File: src/rtl/neuron_mac_seq.sv
// neuron_mac_seq
//   Sequential multiply-accumulate engine for one neuron. On START it walks
//   BRAM addresses 0..N_WEIGHTS-1, accumulating W*X in signed fixed point.
//   It then adds the bias, rescales by FRAC_BITS with floor rounding,
//   saturates to DATA_W bits, optionally applies ReLU, and pulses DONE.
//
// Ports
//   CLK     : single clock, rising-edge state updates
//   RST     : asynchronous active-high reset
//   START   : job request, sampled only while idle
//   BIAS    : neuron bias, sampled in the output cycle
//   W_DO    : weight BRAM read data (BRAM reads on the falling edge)
//   X_DO    : input-activation BRAM read data (same address as weights)
//   ADDR    : registered shared read address
//   EN      : BRAM read enable, high while accumulating
//   BUSY    : high whenever a job is in progress
//   DONE    : one-cycle pulse, RESULT valid
//   RESULT  : saturated/activated output, held until the next DONE
module neuron_mac_seq #(
  parameter int N_WEIGHTS = 28,
  parameter int ADDR_W    = 5,
  parameter int DATA_W    = 16,
  parameter int FRAC_BITS = 8,
  parameter int ACC_W     = 40,
  parameter int RELU_EN   = 1
) (
  input  logic              CLK,
  input  logic              RST,
  input  logic              START,
  input  logic [DATA_W-1:0] BIAS,
  input  logic [DATA_W-1:0] W_DO,
  input  logic [DATA_W-1:0] X_DO,
  output logic [ADDR_W-1:0] ADDR,
  output logic              EN,
  output logic              BUSY,
  output logic              DONE,
  output logic [DATA_W-1:0] RESULT
);

  typedef enum logic [1:0] {
    S_IDLE,
    S_RUN,
    S_OUT
  } state_t;

  localparam logic [ADDR_W-1:0] LAST_ADDR = ADDR_W'(N_WEIGHTS - 1);

  // Saturation bounds expressed at accumulator width.
  localparam logic signed [ACC_W-1:0] SAT_MAX =
    {{(ACC_W-DATA_W+1){1'b0}}, {(DATA_W-1){1'b1}}};
  localparam logic signed [ACC_W-1:0] SAT_MIN =
    {{(ACC_W-DATA_W+1){1'b1}}, {(DATA_W-1){1'b0}}};

  localparam logic [DATA_W-1:0] OUT_MAX = {1'b0, {(DATA_W-1){1'b1}}};
  localparam logic [DATA_W-1:0] OUT_MIN = {1'b1, {(DATA_W-1){1'b0}}};

  state_t                    state;
  logic signed [ACC_W-1:0]   acc;

  logic signed [2*DATA_W-1:0] w_ext;
  logic signed [2*DATA_W-1:0] x_ext;
  logic signed [2*DATA_W-1:0] prod;
  logic signed [ACC_W-1:0]    prod_ext;
  logic signed [ACC_W-1:0]    bias_sh;
  logic signed [ACC_W-1:0]    sum_b;
  logic signed [ACC_W-1:0]    scaled;
  logic [DATA_W-1:0]          sat_val;
  logic [DATA_W-1:0]          act_val;

  // Operands are sign-extended to full product width so the truncated
  // product equals the exact 2*DATA_W-bit signed product.
  assign w_ext    = {{DATA_W{W_DO[DATA_W-1]}}, W_DO};
  assign x_ext    = {{DATA_W{X_DO[DATA_W-1]}}, X_DO};
  assign prod     = w_ext * x_ext;
  assign prod_ext = {{(ACC_W-2*DATA_W){prod[2*DATA_W-1]}}, prod};

  assign bias_sh  = {{(ACC_W-DATA_W-FRAC_BITS){BIAS[DATA_W-1]}}, BIAS,
                     {FRAC_BITS{1'b0}}};
  assign sum_b    = acc + bias_sh;
  assign scaled   = sum_b >>> FRAC_BITS;

  always_comb begin
    sat_val = scaled[DATA_W-1:0];
    if (scaled > SAT_MAX) begin
      sat_val = OUT_MAX;
    end else if (scaled < SAT_MIN) begin
      sat_val = OUT_MIN;
    end
    act_val = sat_val;
    if ((RELU_EN != 0) && sat_val[DATA_W-1]) begin
      act_val = '0;
    end
  end

  assign EN   = (state == S_RUN);
  assign BUSY = (state != S_IDLE);

  always_ff @(posedge CLK or posedge RST) begin
    if (RST) begin
      state  <= S_IDLE;
      ADDR   <= '0;
      acc    <= '0;
      RESULT <= '0;
      DONE   <= 1'b0;
    end else begin
      DONE <= 1'b0;
      case (state)
        S_IDLE: begin
          if (START) begin
            ADDR  <= '0;
            acc   <= '0;
            state <= S_RUN;
          end
        end
        S_RUN: begin
          // Read data for the address issued last cycle is valid here.
          acc <= acc + prod_ext;
          if (ADDR == LAST_ADDR) begin
            state <= S_OUT;
          end else begin
            ADDR <= ADDR + 1'b1;
          end
        end
        S_OUT: begin
          RESULT <= act_val;
          DONE   <= 1'b1;
          state  <= S_IDLE;
        end
        default: state <= S_IDLE;
      endcase
    end
  end

endmodule
File: config.mk
export PLATFORM = sky130hd
export DESIGN_NAME = neuron_mac_seq
export DESIGN_NICKNAME = d
export VERILOG_FILES = /design/src/rtl/neuron_mac_seq.sv
export SDC_FILE = /design/constraint.sdc
export NUM_CORES = 1
export LEC_CHECK = 0
export ABC_AREA = 1
export BUFFER_PORTS_ARGS = -buffer_cell sky130_fd_sc_hd__buf_2
export CAP_MARGIN = 20
export CORE_MARGIN = 2
export CORE_UTILIZATION = 31
export CTS_BUF_LIST = sky130_fd_sc_hd__clkbuf_16
export DETAILED_ROUTE_END_ITERATION = 10
export GPL_ROUTABILITY_DRIVEN = 0
export PLACE_DENSITY = 0.5
export SLEW_MARGIN = 30
export SYNTH_ARGS = -nofsm -noshare
export SYNTH_HDL_FRONTEND = slang
export SYNTH_SLANG_ARGS = --single-unit
export TNS_END_PERCENT = 10
File: constraint.sdc
create_clock -name CLK -period 5.1 [get_ports CLK]
set_input_delay 0.51 -clock CLK [delete_from_list [all_inputs] [get_ports CLK]]
set_output_delay 0.51 -clock CLK [all_outputs]
set_load 0.01 [all_outputs]
==> results_dict.tcl, run 1 <==
set metrics [dict create \
    final_cells 3445 \
    final_layout_size_suffix_gt1_frac 0.212 \
    vias_per_cell 4.42 \
    placementRows 88 \
    drc 0 \
    overflow 0 \
    finalWirelength_um 52300 \
    syn_nets 2944 \
    synth.top_cell.area_share 0.371 \
    synth_edf_count 0 \
    fin_crit_sh 1.08 \
    maxCapViolCount 0 \
    wire_per_inst_um 15.2 \
    cts_made_buffers 9 \
    worstMarginPinSlew_ps 958 \
    synthArstFlopShare 1.00 \
    yosysMostFrequentCell "inv_1" \
    initial_core_util 0.312 \
    clk_pin_slew_ps 70 \
    grt.total_usage 0.183 \
    cp_max_fo 6 \
    required_ps 5380 \
    via_count 15224 \
    slew_headroom 0.361 \
    cp-end-kind "flop" \
    cts_num_sinks 63 \
    yosys_warnings 0 \
    nNetsFinal 3204 \
    die_x_um 244 \
    setup_viol 26 \
    worst_slack_ps -408 \
    outcome "finished with violations" \
    rsz0062_at_grt "yes" \
    synth_flop_cell "dfrtp_1" \
    firstDrtPassIters 5 \
    synth_seq_cells 63 \
    dieArea_um2 59600 \
    ys_top_cells_by_count "696 x inv_1, 650 x nand2_1, 331 x fa_1, 147 x ha_1, 120 x nor2_1" \
    hp-class "in2async" \
    clock_path_buffers 2 \
    multi_input_area_um2 14400 \
    nFillCells 5904 \
    syn_to_final_growth_pct 26.0 \
    dp.cells 3395 \
    clock-root-buffer "clkbuf_16" \
    final_max_slew_viol_count 0 \
    cp.arrival_ps 5790 \
    antenna_found_initial 1 \
    ys_seq_area_frac 0.0882 \
    synthDistinctLibCells 44 \
    die_h_um 244 \
    min_period_ps 5510 \
    core_area_um2 57400 \
    hold_violations 0 \
    violations "setup timing" \
    syn_area_um2 17900 \
    clk_latency_ps 390 \
    grt_pass1_vias 16375 \
    worst_setup_path_start_kind "input pin" \
    cts_tree "yes" \
    pin_count 75 \
    synthCells 2415 \
    grt_pass1_wl_um 86600 \
    num_antenna_cells 0 \
    max_clock_freq_mhz 182 \
    seq_area_um2 1580 \
    synth_area_per_cell_um2 7.40 \
    dp_hpwl_um 45100 \
    yosys.area.top_type "fa_1" \
    drt-initial-drc-count 765 \
    ant_nets 0 \
    grt_max_degree 64 \
    clock_skew_ps 20.2 \
    cts_max_level 3 \
    io_buffers 73 \
    synthTopCellsByArea "fa_1 37%, inv_1 15%, nand2_1 14%" \
    cts-hold-fix-buffers 0 \
    worstSetupPathType "in2reg" \
]
[critical path, stage by stage]
cell	delay [ps]
buf_8	100
clkbuf_16	140
nand2_1	70
fa_1	550
inv_1	70
fa_1	530
inv_1	60
fa_1	480
inv_1	50
fa_1	470
fa_1	510
inv_1	60
fa_1	520
inv_2	50
ha_4	290
buf_4	120
nand2_4	60
nor2_4	110
inv_2	70
nor3_4	230
a21oi_4	100
buf_4	140
or2_2	270
a32o_1	220
[registers in the layout, indices dropped and copies added (netlist names)]
name	cells
RESULT	15
DONE	1
ADDR	5
acc	40
state	2
[per-stage QoR]
| stage | hold WS (ps) | setup slack [ps] | instance area (µm²) | TNS (ps) | utilization |
|---|---|---|---|---|---|
| 3_3_place_gp | 461 | -1220 | 21000 | -26940 | 0.366 |
| 6_report | 303 | -408 | 22500 | -6350 | 0.393 |
| 4_1_cts | 388 | -374 | 22000 | -6560 | 0.383 |
| 2_1_floorplan | 459 | -399 | 18700 | -7470 | - |
| 3_5_place_dp | 460 | -1140 | 21000 | -26900 | 0.366 |
| 5_1_grt | 367 | -613 | 22500 | -12490 | 0.393 |
[worst paths after layout]
path | from | end | slack [ps] | cells after the start
worst max-delay path | W_DO[5] | acc[20] | -410 | 24
worst min-delay path | RST | ADDR[4] | 300 | 3
worst max register to register | acc[13] | acc[20] | 250 | 17
worst min register to register | RESULT[7] | RESULT[7] | 480 | 2
max in group asynchronous | RST | RESULT[9] | 4270 | 3
min in group CLK | START | ADDR[4] | 410 | 4
[placed cells by master, fill, tap and decap left out, types with 28 or more instances in the layout]
master	Yosys	routed
a21oi_1	67	44
buf_2	0	44
buf_4	1	227
dfrtp_1	63	63
fa_1	331	315
ha_1	147	120
inv_1	696	663
inv_2	0	30
nand2_1	650	616
nand2_2	13	35
nand3_1	47	43
nor2_1	120	100
nor2_2	13	28
o21ai_0	59	28
[cell families after synthesis]
| kind of cell | count (synthesis) | share of synthesized area |
|---|---|---|
| other | 1 | 0.000210 |
| AND/OR/NAND/NOR | 894 | 0.202 |
| AO/OA/AOI/OAI | 180 | 0.0584 |
| adder cells (fa/ha/maj) | 478 | 0.474 |
| buffers and inverters | 770 | 0.163 |
| XOR/XNOR | 29 | 0.0142 |
| flip-flops | 63 | 0.0882 |
[timing repair]
| action | in CTS | in global routing |
|---|---|---|
| pin swaps | 49 | 84 |
| setup buffers | 17 | 14 |
| gates resized for setup | 134 | 135 |
| setup endpoints to repair | 30 | 30 |
| gates cloned | 1 | 2 |
[final cells by class]
type	instances	area share
multi-input cells	1582	0.637
repair buffers	322	0.119
inverters	697	0.116
flip-flops and latches	63	0.0700
well taps	765	0.0425
clock buffers	9	0.0100
clock inverters	7	0.00528
[layer usage]
metal / vias up / global-route usage / wire length, µm
li1: 7515 / - / -
met1: 7391 / 0.253 / 24100
met2: 271 / 0.303 / 25000
met3: 47 / 0.0205 / 2100
met4: 0 / 0.0482 / 1100
met5: - / 0 / 0
Power of run 1 is left out: the tool's default activity adds up to more than one toggle a clock period on the data nets, which glitch-free logic cannot reach.
==> run 2: changes to the inputs <==
--- a/config.mk
+++ b/config.mk
@@ -9,11 +9,11 @@
 export BUFFER_PORTS_ARGS = -buffer_cell sky130_fd_sc_hd__buf_2
 export CAP_MARGIN = 20
 export CORE_MARGIN = 2
-export CORE_UTILIZATION = 31
+export CORE_UTILIZATION = 30
 export CTS_BUF_LIST = sky130_fd_sc_hd__clkbuf_16
 export DETAILED_ROUTE_END_ITERATION = 10
 export GPL_ROUTABILITY_DRIVEN = 0
-export PLACE_DENSITY = 0.5
+export PLACE_DENSITY = 0.49
 export SLEW_MARGIN = 30
 export SYNTH_ARGS = -nofsm -noshare
 export SYNTH_HDL_FRONTEND = slang
==> run 2 against run 1 <==
Effect of this change:
- the run still ends with setup timing left
- non-clock buffer count fell by 7
- final area fell by 0.93%
- first-iteration DRC count fell by 3.9%
- fmax down 0.29%
- core utilization down 1.5 points
- largest cell class unchanged
==> results_dict.tcl, run 2 (synthesis results as in run 1) <==
set metrics [dict create \
    hp-class "in2async" \
    maxCapViolCount 0 \
    grt_pass1_vias 16466 \
    clock_path_buffers 2 \
    firstDrtPassIters 5 \
    pin_count 75 \
    r2r-start "acc[18]" \
    dp_hpwl_um 45300 \
    ff2ff_path_depth 19 \
    crit_family "adder cells" \
    placementRows 89 \
    cp-end-kind "flop" \
    io_buffers 73 \
    mostFrequentLayoutCells "661 x inv_1, 615 x nand2_1, 317 x fa_1, 230 x buf_4, 119 x ha_1" \
    min_period_ps 5520 \
    antenna_found_initial 0 \
    worstSetupPathType "in2reg" \
    die_h_um 248 \
    cts_max_level 3 \
    drc 0 \
    top_regs "acc: 40 flops, RESULT: 15 flops, ADDR: 5 flops" \
    vias_per_cell 4.45 \
    met2_length_um 24800 \
    overflow 0 \
    worst_slack_ps -424 \
    ant_nets 0 \
    cts_num_sinks 63 \
    rsz0062_at_grt "yes" \
    initial_core_util 0.303 \
    clk_pin_slew_ps 60 \
    required_ps 5340 \
    via_count 15332 \
    cp_slowest_cell "fa_1" \
    drt-initial-drc-count 735 \
    syn_to_final_growth_pct 24.9 \
    grt_max_degree 51 \
    top_layer_used "met4" \
    final_max_slew_viol_count 0 \
    r2r_end "acc[22]" \
    cpMostUsedCell "fa_1" \
    clock_skew_ps 16.3 \
    wl_met3_um 1850 \
    critPathMaxStageDelay_ps 580 \
    largest_reg_flops 40 \
    grt_pass1_wl_um 86100 \
    grt.total_usage 0.178 \
    worstMarginPinSlew_ps 793 \
    worst_setup_path_start_kind "input pin" \
    num_antenna_cells 0 \
    outcome "finished with violations" \
    fin_crit_sh 1.08 \
    setup_viol 28 \
    final_layout_size_suffix_gt1_frac 0.212 \
    ff2ff_setup_slack_ps 290 \
    top_register "acc" \
    m1WireLength_um 24100 \
    core_area_um2 59000 \
    clock-root-buffer "clkbuf_16" \
    nFillCells 6221 \
    die_x_um 248 \
    hold_violations 0 \
    slew_headroom 0.471 \
    cts_tree "yes" \
    nNetsFinal 3197 \
    path_buf_inv 9 \
    wire_per_inst_um 15.2 \
    clk_latency_ps 360 \
    max_clock_freq_mhz 181 \
    dieArea_um2 61600 \
    finalWirelength_um 52300 \
    finalSetupTns_ps -7300 \
    cp.arrival_ps 5770 \
    cp_max_fo 4 \
    cts_made_buffers 9 \
    violations "setup timing" \
    cts-hold-fix-buffers 0 \
    final_common_cell "inv_1" \
]
-- run 2: area by class of cell --
type,count,area (µm²),share of cell area
Clock inverter,7,65.1,0.00291
Sequential cell,63,1580,0.0706
Tap cell,773,967,0.0433
Clock buffer,9,225,0.0101
Inverter,697,2630,0.118
Timing Repair Buffer,315,2490,0.112
Multi-Input combinational cell,1582,14400,0.644
-- run 2: worst max path at each step --
stage,startpoint,to,depth (start not counted)
after detailed placement,X_DO[6],acc[39],28
final,X_DO[15],acc[22],25
after CTS,X_DO[15],acc[39],24
after global placement,W_DO[7],acc[39],26
after floorplan,X_DO[6],acc[28],28
after global routing,X_DO[15],acc[28],26
-- run 2: stage by stage --
step	std cells	util	worst slack (ps)	instance area, µm²	hold slack [ps]
after floorplan	2415	-	-399	18700	459
after global placement	3391	0.354	-1060	20900	462
after detailed placement	3391	0.354	-1100	20900	469
after CTS	3412	0.364	-460	21500	126
after global routing	3446	0.378	-605	22300	144
final	3446	0.378	-424	22300	114
-- run 2: what timing repair did --
action,4_1_cts,5_1_grt
gates cloned,0,1
gates resized for setup,75,176
pin swaps,47,112
endpoints found under the setup margin,31,32
buffers inserted,5,34
-- run 2: routing by layer --
layer / vias up / global-route usage
met5: - / 0
met4: 0 / 0.0532
li1: 7507 / -
met2: 276 / 0.304
met3: 67 / 0.0163
met1: 7482 / 0.239
-- run 2: worst reg2reg max path: cells and delay by family, from the launching register on --
family | cells | cell delay, ps
compound gates | 3 | 390
fa+ha+maj | 6 | 2790
buf+inv | 5 | 440
flops | 1 | 510
simple gates | 5 | 580
Power of run 2 is left out for the same reason.
